===== src/rtl/shading_pixel_writer_if.sv =====
// Shading pixel writer bus: shading results in, framebuffer write requests out.
// The slave modport is the pixel writer; the master modport is the environment
// driving pixels, frame control and write acceptance.
interface shading_pixel_writer_if #(
  parameter int ADDR_W = 32
);
  logic                    i_start;
  logic [ADDR_W-1:0]       i_fb_base;
  logic [0:2][31:0]        i_light;      // [0]=R [1]=G [2]=B, signed 16.16
  logic                    i_valid;
  logic                    o_busy;
  logic [ADDR_W-1:0]       o_wr_addr;
  logic [31:0]             o_wr_data;
  logic                    o_wr_valid;
  logic                    i_wr_ready;
  logic                    o_frame_done;

  modport slave (
    input  i_start, i_fb_base, i_light, i_valid, i_wr_ready,
    output o_busy, o_wr_addr, o_wr_data, o_wr_valid, o_frame_done
  );

  modport master (
    output i_start, i_fb_base, i_light, i_valid, i_wr_ready,
    input  o_busy, o_wr_addr, o_wr_data, o_wr_valid, o_frame_done
  );
endinterface


===== src/rtl/shading_pixel_writer.sv =====
// Shading pixel writer: converts 16.16 RGB shading results to 8-bit pixels,
// buffers them with their byte addresses in a small FIFO and issues framebuffer
// writes with valid/ready backpressure, pulsing o_frame_done after the last write.
// Optional feature macro: SHADING_PIXEL_CLAMP_EN (negative components -> 8'h00).
module shading_pixel_writer #(
  parameter int WIDTH      = 320,
  parameter int HEIGHT     = 240,
  parameter int FIFO_DEPTH = 4,
  parameter int ADDR_W     = 32
) (
  input  logic                  i_clk,
  input  logic                  i_rstn,
  shading_pixel_writer_if.slave bus
);

  localparam int PTR_W = (FIFO_DEPTH > 1) ? $clog2(FIFO_DEPTH) : 1;
  localparam int CNT_W = PTR_W + 1;
  localparam int X_W   = (WIDTH > 1) ? $clog2(WIDTH) : 1;
  localparam int Y_W   = (HEIGHT > 1) ? $clog2(HEIGHT) : 1;

  typedef enum logic [1:0] {IDLE, RUN, DRAIN} state_t;

  typedef struct packed {
    logic [ADDR_W-1:0] addr;
    logic [31:0]       data;
  } entry_t;

  state_t            state, next_state;
  entry_t            mem [FIFO_DEPTH];
  logic [PTR_W-1:0]  wr_ptr, rd_ptr;
  logic [CNT_W-1:0]  count;
  logic [ADDR_W-1:0] base_q, offset_q;
  logic [X_W-1:0]    x_q;
  logic [Y_W-1:0]    y_q;
  logic              done_q;

  logic   busy, accept, pop, empty, last_pix, start_acc, done_d;
  entry_t push_entry;

  // Convert one 16.16 component to an 8-bit channel (saturate at 1.0, truncate below).
  function automatic logic [7:0] to_byte(input logic [31:0] c);
`ifdef SHADING_PIXEL_CLAMP_EN
    if (c[31]) return 8'h00;
`endif
    if (c >= 32'h0001_0000) return 8'hFF;
    return c[15:8];
  endfunction

  assign empty     = (count == '0);
  assign busy      = (state != RUN) || (count == CNT_W'(FIFO_DEPTH));
  assign accept    = bus.i_valid && !busy;
  assign pop       = !empty && bus.i_wr_ready;
  assign start_acc = (state == IDLE) && bus.i_start;
  assign last_pix  = (x_q == X_W'(WIDTH - 1)) && (y_q == Y_W'(HEIGHT - 1));

  assign push_entry.addr = base_q + offset_q;
  assign push_entry.data = {8'h00, to_byte(bus.i_light[0]),
                            to_byte(bus.i_light[1]), to_byte(bus.i_light[2])};

  // Head of FIFO drives the write port; forced to zero while nothing is pending.
  assign bus.o_busy       = busy;
  assign bus.o_wr_valid   = !empty;
  assign bus.o_wr_addr    = empty ? '0 : mem[rd_ptr].addr;
  assign bus.o_wr_data    = empty ? '0 : mem[rd_ptr].data;
  assign bus.o_frame_done = done_q;

  // Next-state logic and end-of-frame detection.
  always_comb begin
    // NOTE: every always_comb output gets a default first so no path leaves it unassigned (no latch).
    next_state = state;
    done_d     = 1'b0;
    case (state)
      IDLE:    if (bus.i_start) next_state = RUN;
      RUN:     if (accept && last_pix) next_state = DRAIN;
      DRAIN: begin
        if (empty) begin
          next_state = IDLE;
        end else if (pop && (count == CNT_W'(1))) begin
          next_state = IDLE;
          done_d     = 1'b1;
        end
      end
      default: next_state = IDLE;
    endcase
  end

  // State register and frame-done pulse.
  always_ff @(posedge i_clk or negedge i_rstn) begin
    // NOTE: sequential state uses non-blocking assignments so all registers update from pre-edge values.
    if (!i_rstn) begin
      state  <= IDLE;
      done_q <= 1'b0;
    end else begin
      state  <= next_state;
      done_q <= done_d;
    end
  end

  // Raster position, byte offset and latched base; restarted by every accepted i_start.
  always_ff @(posedge i_clk or negedge i_rstn) begin
    if (!i_rstn) begin
      base_q   <= '0;
      offset_q <= '0;
      x_q      <= '0;
      y_q      <= '0;
    end else if (start_acc) begin
      base_q   <= bus.i_fb_base;
      offset_q <= '0;
      x_q      <= '0;
      y_q      <= '0;
    end else if (accept) begin
      offset_q <= offset_q + ADDR_W'(4);
      if (x_q == X_W'(WIDTH - 1)) begin
        x_q <= '0;
        y_q <= y_q + Y_W'(1);
      end else begin
        x_q <= x_q + X_W'(1);
      end
    end
  end

  // FIFO pointers and occupancy; a simultaneous push and pop leaves count unchanged.
  always_ff @(posedge i_clk or negedge i_rstn) begin
    if (!i_rstn) begin
      wr_ptr <= '0;
      rd_ptr <= '0;
      count  <= '0;
    end else begin
      if (accept) wr_ptr <= wr_ptr + PTR_W'(1);
      if (pop)    rd_ptr <= rd_ptr + PTR_W'(1);
      case ({accept, pop})
        2'b10:   count <= count + CNT_W'(1);
        2'b01:   count <= count - CNT_W'(1);
        default: count <= count;
      endcase
    end
  end

  // FIFO storage.
  always_ff @(posedge i_clk) begin
    // NOTE: storage is not reset; entries are only visible through the occupancy count, which is.
    if (accept) mem[wr_ptr] <= push_entry;
  end

endmodule


===== src/flat_wrapper.sv =====
// flat-port wrapper written by rule: the top's interface ports become plain ports
module shading_pixel_writer_flat 
#(
  parameter int WIDTH      = 320,
  parameter int HEIGHT     = 240,
  parameter int FIFO_DEPTH = 4,
  parameter int ADDR_W     = 32
)
  (i_clk, i_rstn, bus_i_start, bus_i_fb_base, bus_i_light, bus_i_valid, bus_i_wr_ready, bus_o_busy, bus_o_wr_addr, bus_o_wr_data, bus_o_wr_valid, bus_o_frame_done);
  shading_pixel_writer_if #(.ADDR_W(ADDR_W)) bus_i ();
  input  logic i_clk;
  input  logic i_rstn;
  input wire logic [$bits(bus_i.i_start)-1:0] bus_i_start;
  input wire logic [$bits(bus_i.i_fb_base)-1:0] bus_i_fb_base;
  input wire logic [$bits(bus_i.i_light)-1:0] bus_i_light;
  input wire logic [$bits(bus_i.i_valid)-1:0] bus_i_valid;
  input wire logic [$bits(bus_i.i_wr_ready)-1:0] bus_i_wr_ready;
  output wire logic [$bits(bus_i.o_busy)-1:0] bus_o_busy;
  output wire logic [$bits(bus_i.o_wr_addr)-1:0] bus_o_wr_addr;
  output wire logic [$bits(bus_i.o_wr_data)-1:0] bus_o_wr_data;
  output wire logic [$bits(bus_i.o_wr_valid)-1:0] bus_o_wr_valid;
  output wire logic [$bits(bus_i.o_frame_done)-1:0] bus_o_frame_done;
  assign bus_i.i_start = bus_i_start;
  assign bus_i.i_fb_base = bus_i_fb_base;
  assign bus_i.i_light = bus_i_light;
  assign bus_i.i_valid = bus_i_valid;
  assign bus_i.i_wr_ready = bus_i_wr_ready;
  assign bus_o_busy = bus_i.o_busy;
  assign bus_o_wr_addr = bus_i.o_wr_addr;
  assign bus_o_wr_data = bus_i.o_wr_data;
  assign bus_o_wr_valid = bus_i.o_wr_valid;
  assign bus_o_frame_done = bus_i.o_frame_done;
  shading_pixel_writer #(.WIDTH(WIDTH), .HEIGHT(HEIGHT), .FIFO_DEPTH(FIFO_DEPTH), .ADDR_W(ADDR_W)) u_core (.i_clk(i_clk), .i_rstn(i_rstn), .bus(bus_i));
endmodule

===== config.mk =====
export PLATFORM = sky130hd
export DESIGN_NAME = shading_pixel_writer_flat
export DESIGN_NICKNAME = d
export VERILOG_FILES = /design/src/rtl/shading_pixel_writer_if.sv /design/src/rtl/shading_pixel_writer.sv /design/src/flat_wrapper.sv
export SDC_FILE = /design/constraint.sdc
export NUM_CORES = 1
export LEC_CHECK = 0
export ABC_AREA = 1
export ABC_CLOCK_PERIOD_IN_PS = 6400
export BUFFER_PORTS_ARGS = -buffer_cell sky130_fd_sc_hd__buf_4
export CAP_MARGIN = 25
export CORE_MARGIN = 10
export CORE_UTILIZATION = 49
export DETAILED_ROUTE_END_ITERATION = 12
export PLACE_DENSITY = 0.67
export SYNTH_ARGS = -nofsm -noshare
export SYNTH_HDL_FRONTEND = slang
export SYNTH_SLANG_ARGS = --single-unit

===== constraint.sdc =====
create_clock -name i_clk -period 6.4 [get_ports i_clk]
set_input_delay 0.32 -clock i_clk [delete_from_list [all_inputs] [get_ports i_clk]]
set_output_delay 0.32 -clock i_clk [all_outputs]
set_load 0.02 [all_outputs]

# After elaboration in Yosys (flattened, before gate mapping)
# Memory sizes are Yosys's and may differ from the RTL's.
# Cells that the tools add are included.
# classes
add_sub_neg	8
multipliers	0
div_mod_pow	0
order_cmp	3
eq_ne	12
shifts	0
mux	30
bitwise_logic	0
n_reduce_logical	16
# ops
operator	n
32-bit two-way mux	4
32-bit by 17-bit greater-or-equal comparator with 1-bit output (second input constant)	3
8-bit two-way mux	9
32-bit by 3-bit adder with 32-bit output (second input constant)	1
32-bit adder	1
9-bit two-way mux	3
9-bit by 1-bit adder with 9-bit output (second input constant)	1
9-bit == test (second input constant)	1
8-bit by 1-bit adder with 8-bit output (second input constant)	1
8-bit == test (second input constant)	1
1-bit two-way mux	8
2-bit two-way mux	4
1-bit logical AND	6
2-bit one-hot mux with 3 select lines	1
3-bit one-hot mux with 2 select lines	1
2-bit nonzero test	3
2-bit by 1-bit adder with 2-bit output (second input constant)	2
2-bit by 1-bit == test with 1-bit output (second input constant)	2
2-bit == test (second input constant)	2
2-bit by 1-bit != test with 1-bit output (second input constant)	2
3-bit by 1-bit adder with 3-bit output (second input constant)	1
3-bit by 1-bit == test with 1-bit output (second input constant)	1
3-bit == test (second input constant)	1
3-bit logical NOT	1
8 further kinds	9
# word_totals
register_bits	91
latch_bits	0
mem_bits_rw	224
rom_bits	0
input_bits	133
out_inout_bits	67
elab_cells	79
n_memories	1
# mem_list
memory	words	word_bits	rd	rd_ports_with_merged_regs	wr	line	rtl
u_core.mem	4	56	1	0	1	shading_pixel_writer.sv:29	entry_t mem [FIFO_DEPTH];

# Logic depth before layout (Yosys ltp)
# Gate-level depths: netlist (run 1).
# depth
word_depth	7
mapped_depth	13

# Least setup slack after synthesis (run 1)
# No wires, ideal clock.
# synth_path
path_type	reg2reg
startpoint	register u_core.count[0]
endpoint	memory u_core.mem[0][0] in the netlist's numbering, enable pin
setup_time_ns	0.471
arrival_time_ns	3.530
required_time_ns	5.929
setup_slack_ns	2.399
path_stages_with_launch	9
path_buffers	1
cell_sequence	dfrtp_1 > inv_1 > ha_1 > nand2_1 > inv_1 > nor2_4 > nand2_4 > buf_6 > nor2_1
# synth_via
elab_chain_len	6
# synth_lines
element	line	rtl
start: declaration	shading_pixel_writer.sv:31	logic [CNT_W-1:0] count;
start signal: assignment	shading_pixel_writer.sv:132	2'b10: count <= count + CNT_W'(1);
start signal: assignment	shading_pixel_writer.sv:133	2'b01: count <= count - CNT_W'(1);
start signal: assignment	shading_pixel_writer.sv:134	default: count <= count;
3-bit == test	shading_pixel_writer.sv:50	assign busy = (state != RUN) || (count == CNT_W'(FIFO_DEPTH));
1-bit logical OR	shading_pixel_writer.sv:50	
1-bit logical NOT	shading_pixel_writer.sv:51	assign accept = bus.i_valid && !busy;
1-bit logical AND	shading_pixel_writer.sv:51	
1-bit two-way mux	shading_pixel_writer.sv:142	if (accept) mem[wr_ptr] <= push_entry;
1-bit two-way mux (not written as such)	shading_pixel_writer.sv:142	
end: declaration	shading_pixel_writer.sv:29	
# Every way passes these cells.

# Worst setup path in the final report (run 1)
# layout_path
startpoint	register u_core.rd_ptr[0]
endpoint	output bus_o_wr_addr[13]
# layout_via
elab_chain_len	2
# layout_lines
element	line	rtl
start: declaration	shading_pixel_writer.sv:30	logic [PTR_W-1:0] wr_ptr, rd_ptr;
start signal: assignment	shading_pixel_writer.sv:130	if (pop) rd_ptr <= rd_ptr + PTR_W'(1);
memory read 4 x 56 bit	--	
32-bit two-way mux	shading_pixel_writer.sv:63	assign bus.o_wr_addr = empty ? '0 : mem[rd_ptr].addr;
end: declaration	flat_wrapper.sv:19	output wire logic [$bits(bus_i.o_wr_addr)-1:0] bus_o_wr_addr;
# Every way passes these cells.

==> results of run 1 <==
==> per-layer routing <==
metal | track usage, % | wire (µm)
met5 | 0 | 0
met4 | 6.08 | 847
met3 | 3.33 | 2310
met2 | 32.6 | 18300
met1 | 24.6 | 17000
==> flip-flops by register name, indices dropped and copies added (netlist names) <==
| register | count |
|---|---|
| u_core.mem | 224 |
| u_core.wr_ptr | 2 |
| u_core.bus.o_frame_done | 1 |
| u_core.rd_ptr | 2 |
| u_core.offset_q | 30 |
| u_core.count | 3 |
| u_core.y_q | 8 |
| u_core.state | 2 |
| u_core.base_q | 32 |
| u_core.x_q | 9 |
==> path summary, 6_finish.rpt <==
path	slack (ns)	start	to
worst max-delay path	3.07	u_core.rd_ptr[0]	bus_o_wr_addr[13]
worst min-delay path	0.008	bus_i_fb_base[0]	u_core.base_q[0]
worst min register to register	0.49	u_core.base_q[29]	u_core.base_q[29]
worst max register to register	3.84	u_core.count[0]	u_core.mem[3][36]
max in group asynchronous	5.02	i_rstn	u_core.offset_q[27]
min in group asynchronous	0.32	i_rstn	u_core.base_q[28]
==> kinds of logic after synthesis <==
group / synth area share (%)
xor+xnor: 1.51
fa+ha+maj: 3.27
flops: 57.0
compound gates: 8.00
simple gates: 23.7
other cells: 0.0239
buf+inv: 6.53
==> critical path, cell delays in order (launching register included) <==
cell,delay [ns]
dfrtp_4,0.71
clkinv_2,0.22
buf_4,0.74
o21ai_0,0.22
a21oi_1,0.34
buf_4,0.21
==> metrics by stage <==
step / std cells / utilization, % / instance area [µm²] / hold slack (ns) / power (mW)
2_1_floorplan: 1795 / - / 15700 / 0.0244 / 5.08
3_3_place_gp: 2310 / 54.8 / 17300 / 0.334 / 6.27
3_5_place_dp: 2312 / 55.0 / 17300 / 0.340 / 6.34
4_1_cts: 2399 / 59.5 / 18800 / 0.000188 / 8.38
5_1_grt: 2399 / 59.5 / 18800 / 0.0137 / 8.84
6_report: 2399 / 59.5 / 18800 / 0.00797 / 8.31
==> cells in the final DEF (no fill, tap or decap), drive strengths merged, types with 8 or more instances in the layout <==
cell type	count
a21oi	89
nor3	13
conb	8
o21ai	141
clkinv	9
buf	183
inv	186
dlygate4sd3	26
ha	41
xor2	22
clkbuf	42
dfrtp	89
nor4	13
nand2	456
nand3	57
nand4	18
nor2	344
edfxtp	224
==> repair_timing <==
item	4_1_cts	5_1_grt
setup endpoints to repair	0	0
hold buffers	26	0
endpoints found under the hold margin	64	0
==> power breakdown <==
group,switching [mW],internal (mW)
Combinational,2.16,1.10
Clock,0.799,1.21
Sequential,0.252,2.78
==> cell type report <==
cell class	instances	area (µm²)	area share (%)
Clock buffer	42	933	4.97
Clock inverter	19	226	1.21
Inverter	185	696	3.71
Multi-Input combinational cell	1229	5790	30.8
Sequential cell	313	8960	47.7
Tap cell	402	503	2.68
Timing Repair Buffer	209	1660	8.84
==> results_dict.tcl, run 1 <==
set metrics [dict create \
    post-cts-setup-buffers 0 \
    root_buffer "clkbuf_16" \
    ys_warn_count 0 \
    finalHoldViolations 0 \
    io-pin-count 200 \
    path_class "reg -> out" \
    synth-edff-count 224 \
    finalSetupTns_ns 0 \
    worst_pin_slew_ns 0.962 \
    min_path_cells 3 \
    drt_first_pass_iters 4 \
    rsz0062_at_grt "no" \
    worst_skew_pair.late_latency_ns 0.52 \
    dp_hpwl_mm 26.2 \
    start_util_pct 49.8 \
    start_kind "flop" \
    synth.distinct_cells 42 \
    num_vias 12200 \
    postSynthAreaPerCell_um2 8.79 \
    numCtsBuffers 35 \
    cts.htree.levels 2 \
    clkSlewWorstSetupHoldPaths_ns 0.06 \
    layout_setup_ws_ns 3.07 \
    status "complete, no violations" \
    cts.path.max_buffers 3 \
    core.rowCount 65 \
    max_clock_freq_ghz 0.301 \
    drt-total-wl_mm 38.5 \
    cp_max_fo 104 \
    place_ws_ns 3.56 \
    dieWidth_um 199 \
    grt_max_degree 105 \
    hold_class "in -> reg" \
    yosys.area.top_type "edfxtp_1" \
    n_antenna_cell 0 \
    finalMaxSlewViolations 0 \
    synth_area_leaders "edfxtp_1 (43%), dfrtp_1 (14%), nand2_1 (11%)" \
    n_fill_cell 2801 \
    cts_resized 0 \
    ys_seq_area_share_pct 57.0 \
    r2r_cells 9 \
    syn_to_final_growth_pct 19.5 \
    synth_top_area_share_pct 42.8 \
    async_reset_ff_share_pct 28.4 \
    ir_drop_uv 223 \
    finalCritPeriodShare_pct 52.0 \
    grt_pass1_wl_mm 61.5 \
    yosysMostFrequentCell "nand2_1" \
    p_per_area_nw_per_um2 443 \
    routed_via_density 5.08 \
    grt_remaining_overflow 0 \
    core_area_um2 31600 \
    ys_seq_elements 313 \
    die_area_um2 39600 \
    drt_iter0_markers 637 \
    cts_tree "built" \
    antenna_found_initial 0 \
    synth_ff_type "edfxtp_1" \
    die_h_um 199 \
    clkSinkCount 313 \
    grt_use_total_pct 19.3 \
    fin_skew_ns 0.0160 \
    layout-drive-gt1-share_pct 13.5 \
    max_cap_viol_count 0 \
    syn_area_um2 15700 \
    routabilityCongestion 0.894 \
    worstSetupEndpointType "output port" \
    cp.arrival_ns 3.01 \
    grt_pass1_vias 12100 \
    period_needed_ns 3.33 \
    syn_inst 1788 \
    worstPathRequired_ns 6.08 \
    nets 2147 \
    p_leak_nw 8.19 \
    max-slew-margin-rel_pct 35.8 \
    wl_per_cell_um 16.0 \
    route.antenna.remaining_nets 0 \
    setup_viol 0 \
    synthTopCellsByCount "nand2_1 (449), nor2_1 (335), edfxtp_1 (224), inv_1 (183), o21ai_0 (137)" \
    io_buffers 167 \
    remaining_drc_errors 0 \
]
Power figures use the tool's default switching activity.
==> run 2: changes to the inputs <==
ABC_CLOCK_PERIOD_IN_PS = 3300   (was 6400)
clock period = 3.3 ns   (was 6.4 ns; I/O delays follow)
==> results_dict.tcl, run 2 (synthesized netlist as in run 1, its figures left out) <==
set metrics [dict create \
    status "complete, no violations" \
    nets 2174 \
    final_cell_mix "nand2_1 (448), nor2_1 (331), edfxtp_1 (224)" \
    drt-total-wl_mm 38.8 \
    power.internal_mw 10.1 \
    finalHoldViolations 0 \
    seqPwrFrac_pct 35.8 \
    drt_iter0_markers 767 \
    post-cts-setup-buffers 0 \
    n_fill_cell 2686 \
    layout-drive-gt1-share_pct 13.4 \
    dieWidth_um 199 \
    post_dp_cell_area_um2 17400 \
    place_ws_ns 0.941 \
    largest_reg_flops 224 \
    grt_remaining_overflow 0 \
    finalSetupTns_ns 0 \
    layout_setup_ws_ns 0.532 \
    cts.path.max_buffers 3 \
    route.antenna.remaining_nets 0 \
    wl_per_cell_um 16.0 \
    clock_power_share_pct 24.8 \
    clkSinkCount 313 \
    remaining_drc_errors 0 \
    io_buffers 167 \
    die_h_um 199 \
    cp.arrival_ns 2.60 \
    n_antenna_cell 0 \
    finalMaxSlewViolations 0 \
    cp-startpoint "u_core.rd_ptr[0]" \
    hold_class "in -> async" \
    grt_max_degree 76 \
    crit-reg2reg-capture "u_core.x_q[3]" \
    die_area_um2 39600 \
    antenna_found_initial 0 \
    path_class "reg -> out" \
    cts.htree.levels 2 \
    cts_tree "built" \
    cp_max_fo 43 \
    grt_use_total_pct 19.4 \
    power_frac_comb_pct 39.5 \
    p_per_area_nw_per_um2 855 \
    power.total_mw 16.4 \
    ir_drop_uv 434 \
    grt_pass1_vias 12100 \
    max_clock_freq_ghz 0.361 \
    num_vias 12300 \
    routabilityCongestion 0.888 \
    reg_top3 "u_core.mem: 224 flops, u_core.base_q: 32 flops, u_core.offset_q: 30 flops" \
    start_util_pct 49.8 \
    fin_skew_ns 0.0117 \
    max_cap_viol_count 0 \
    finalCritPeriodShare_pct 83.9 \
    ff2ff_setup_slack_ns 0.97 \
    rsz0062_at_grt "no" \
    max-slew-margin-rel_pct 48.7 \
    period_needed_ns 2.77 \
    routed_via_density 5.08 \
    p_sw_share_pct 38.5 \
    r2r_cells 9 \
    postLayoutCoreUtil_pct 60.7 \
    grt_pass1_wl_mm 61.8 \
    core.rowCount 65 \
    cts_resized 0 \
    core_area_um2 31600 \
    layout_commonest_cell "nand2_1" \
    io-pin-count 200 \
    start_kind "flop" \
    setup_viol 0 \
    p_leak_nw 8.38 \
    dp_hpwl_mm 26.0 \
    worstPathRequired_ns 3.13 \
    root_buffer "clkbuf_16" \
    worst_skew_pair.late_latency_ns 0.53 \
    numCtsBuffers 35 \
    stdcell_area_um2 19200 \
    r2r-start "u_core.count[0]" \
    clkSlewWorstSetupHoldPaths_ns 0.06 \
    switching_power_mw 6.30 \
    worst_pin_slew_ns 0.770 \
    syn_to_final_growth_pct 22.0 \
    drt_first_pass_iters 5 \
    worstSetupEndpointType "output port" \
    top_register "u_core.mem" \
]
## run 2: repair_timing
action                                  in CTS  in global routing
endpoints found under the setup margin       0                  0
hold buffers                                52                  0
hold endpoints to repair                   181                  0
## run 2: worst max-delay path, cell delays in order (launching register included)
cell	delay [ns]
dfrtp_4	0.74
buf_4	0.42
nor2_1	0.12
nor2_1	0.13
o21ai_0	0.12
a21oi_1	0.32
buf_4	0.22
## run 2: worst max path at each step
stage	endpoint	slack [ns]	depth (start not counted)
after floorplan	u_core.mem[0][0]	-0.70	8
after global placement	u_core.x_q[3]	0.99	9
after detailed placement	u_core.x_q[3]	0.94	9
after CTS	bus_o_wr_addr[15]	0.53	6
after global routing	bus_o_wr_addr[15]	0.44	6
final	bus_o_wr_addr[15]	0.53	6
## run 2: final cells by class
type / count / area [µm²] / share of cell area, %
clock buffer: 44 / 961 / 5.01
clock inverter: 20 / 268 / 1.40
inverter: 185 / 694 / 3.62
multi-input combinational: 1229 / 5790 / 30.2
sequential: 313 / 8960 / 46.7
tap: 402 / 503 / 2.62
timing repair buffer: 236 / 2000 / 10.4
## run 2: metrics by stage
stage,hold WS (ns),instances
finish,0.0183,2429
global route,0.0296,2429
CTS,0.0122,2428
detailed placement,0.362,2312
global placement,0.359,2312
floorplan,-0.131,1795
## run 2: power by group through the flow
stage	combinational (mW)	sequential, mW	clock (mW)
6_report	6.47	5.86	4.06
5_1_grt	7.14	5.94	4.31
4_1_cts	6.52	5.85	4.14
3_5_place_dp	6.42	5.93	0
3_3_place_gp	6.34	5.90	0
2_1_floorplan	4.11	5.74	0
## run 2: routing by layer
layer	global-route usage, %	vias up	part of all wire [%]
li1	-	6248	-
met2	33.6	332	49
met3	3.55	52	6.4
met5	0	-	0
met1	24.5	5700	43
met4	4.75	0	1.7
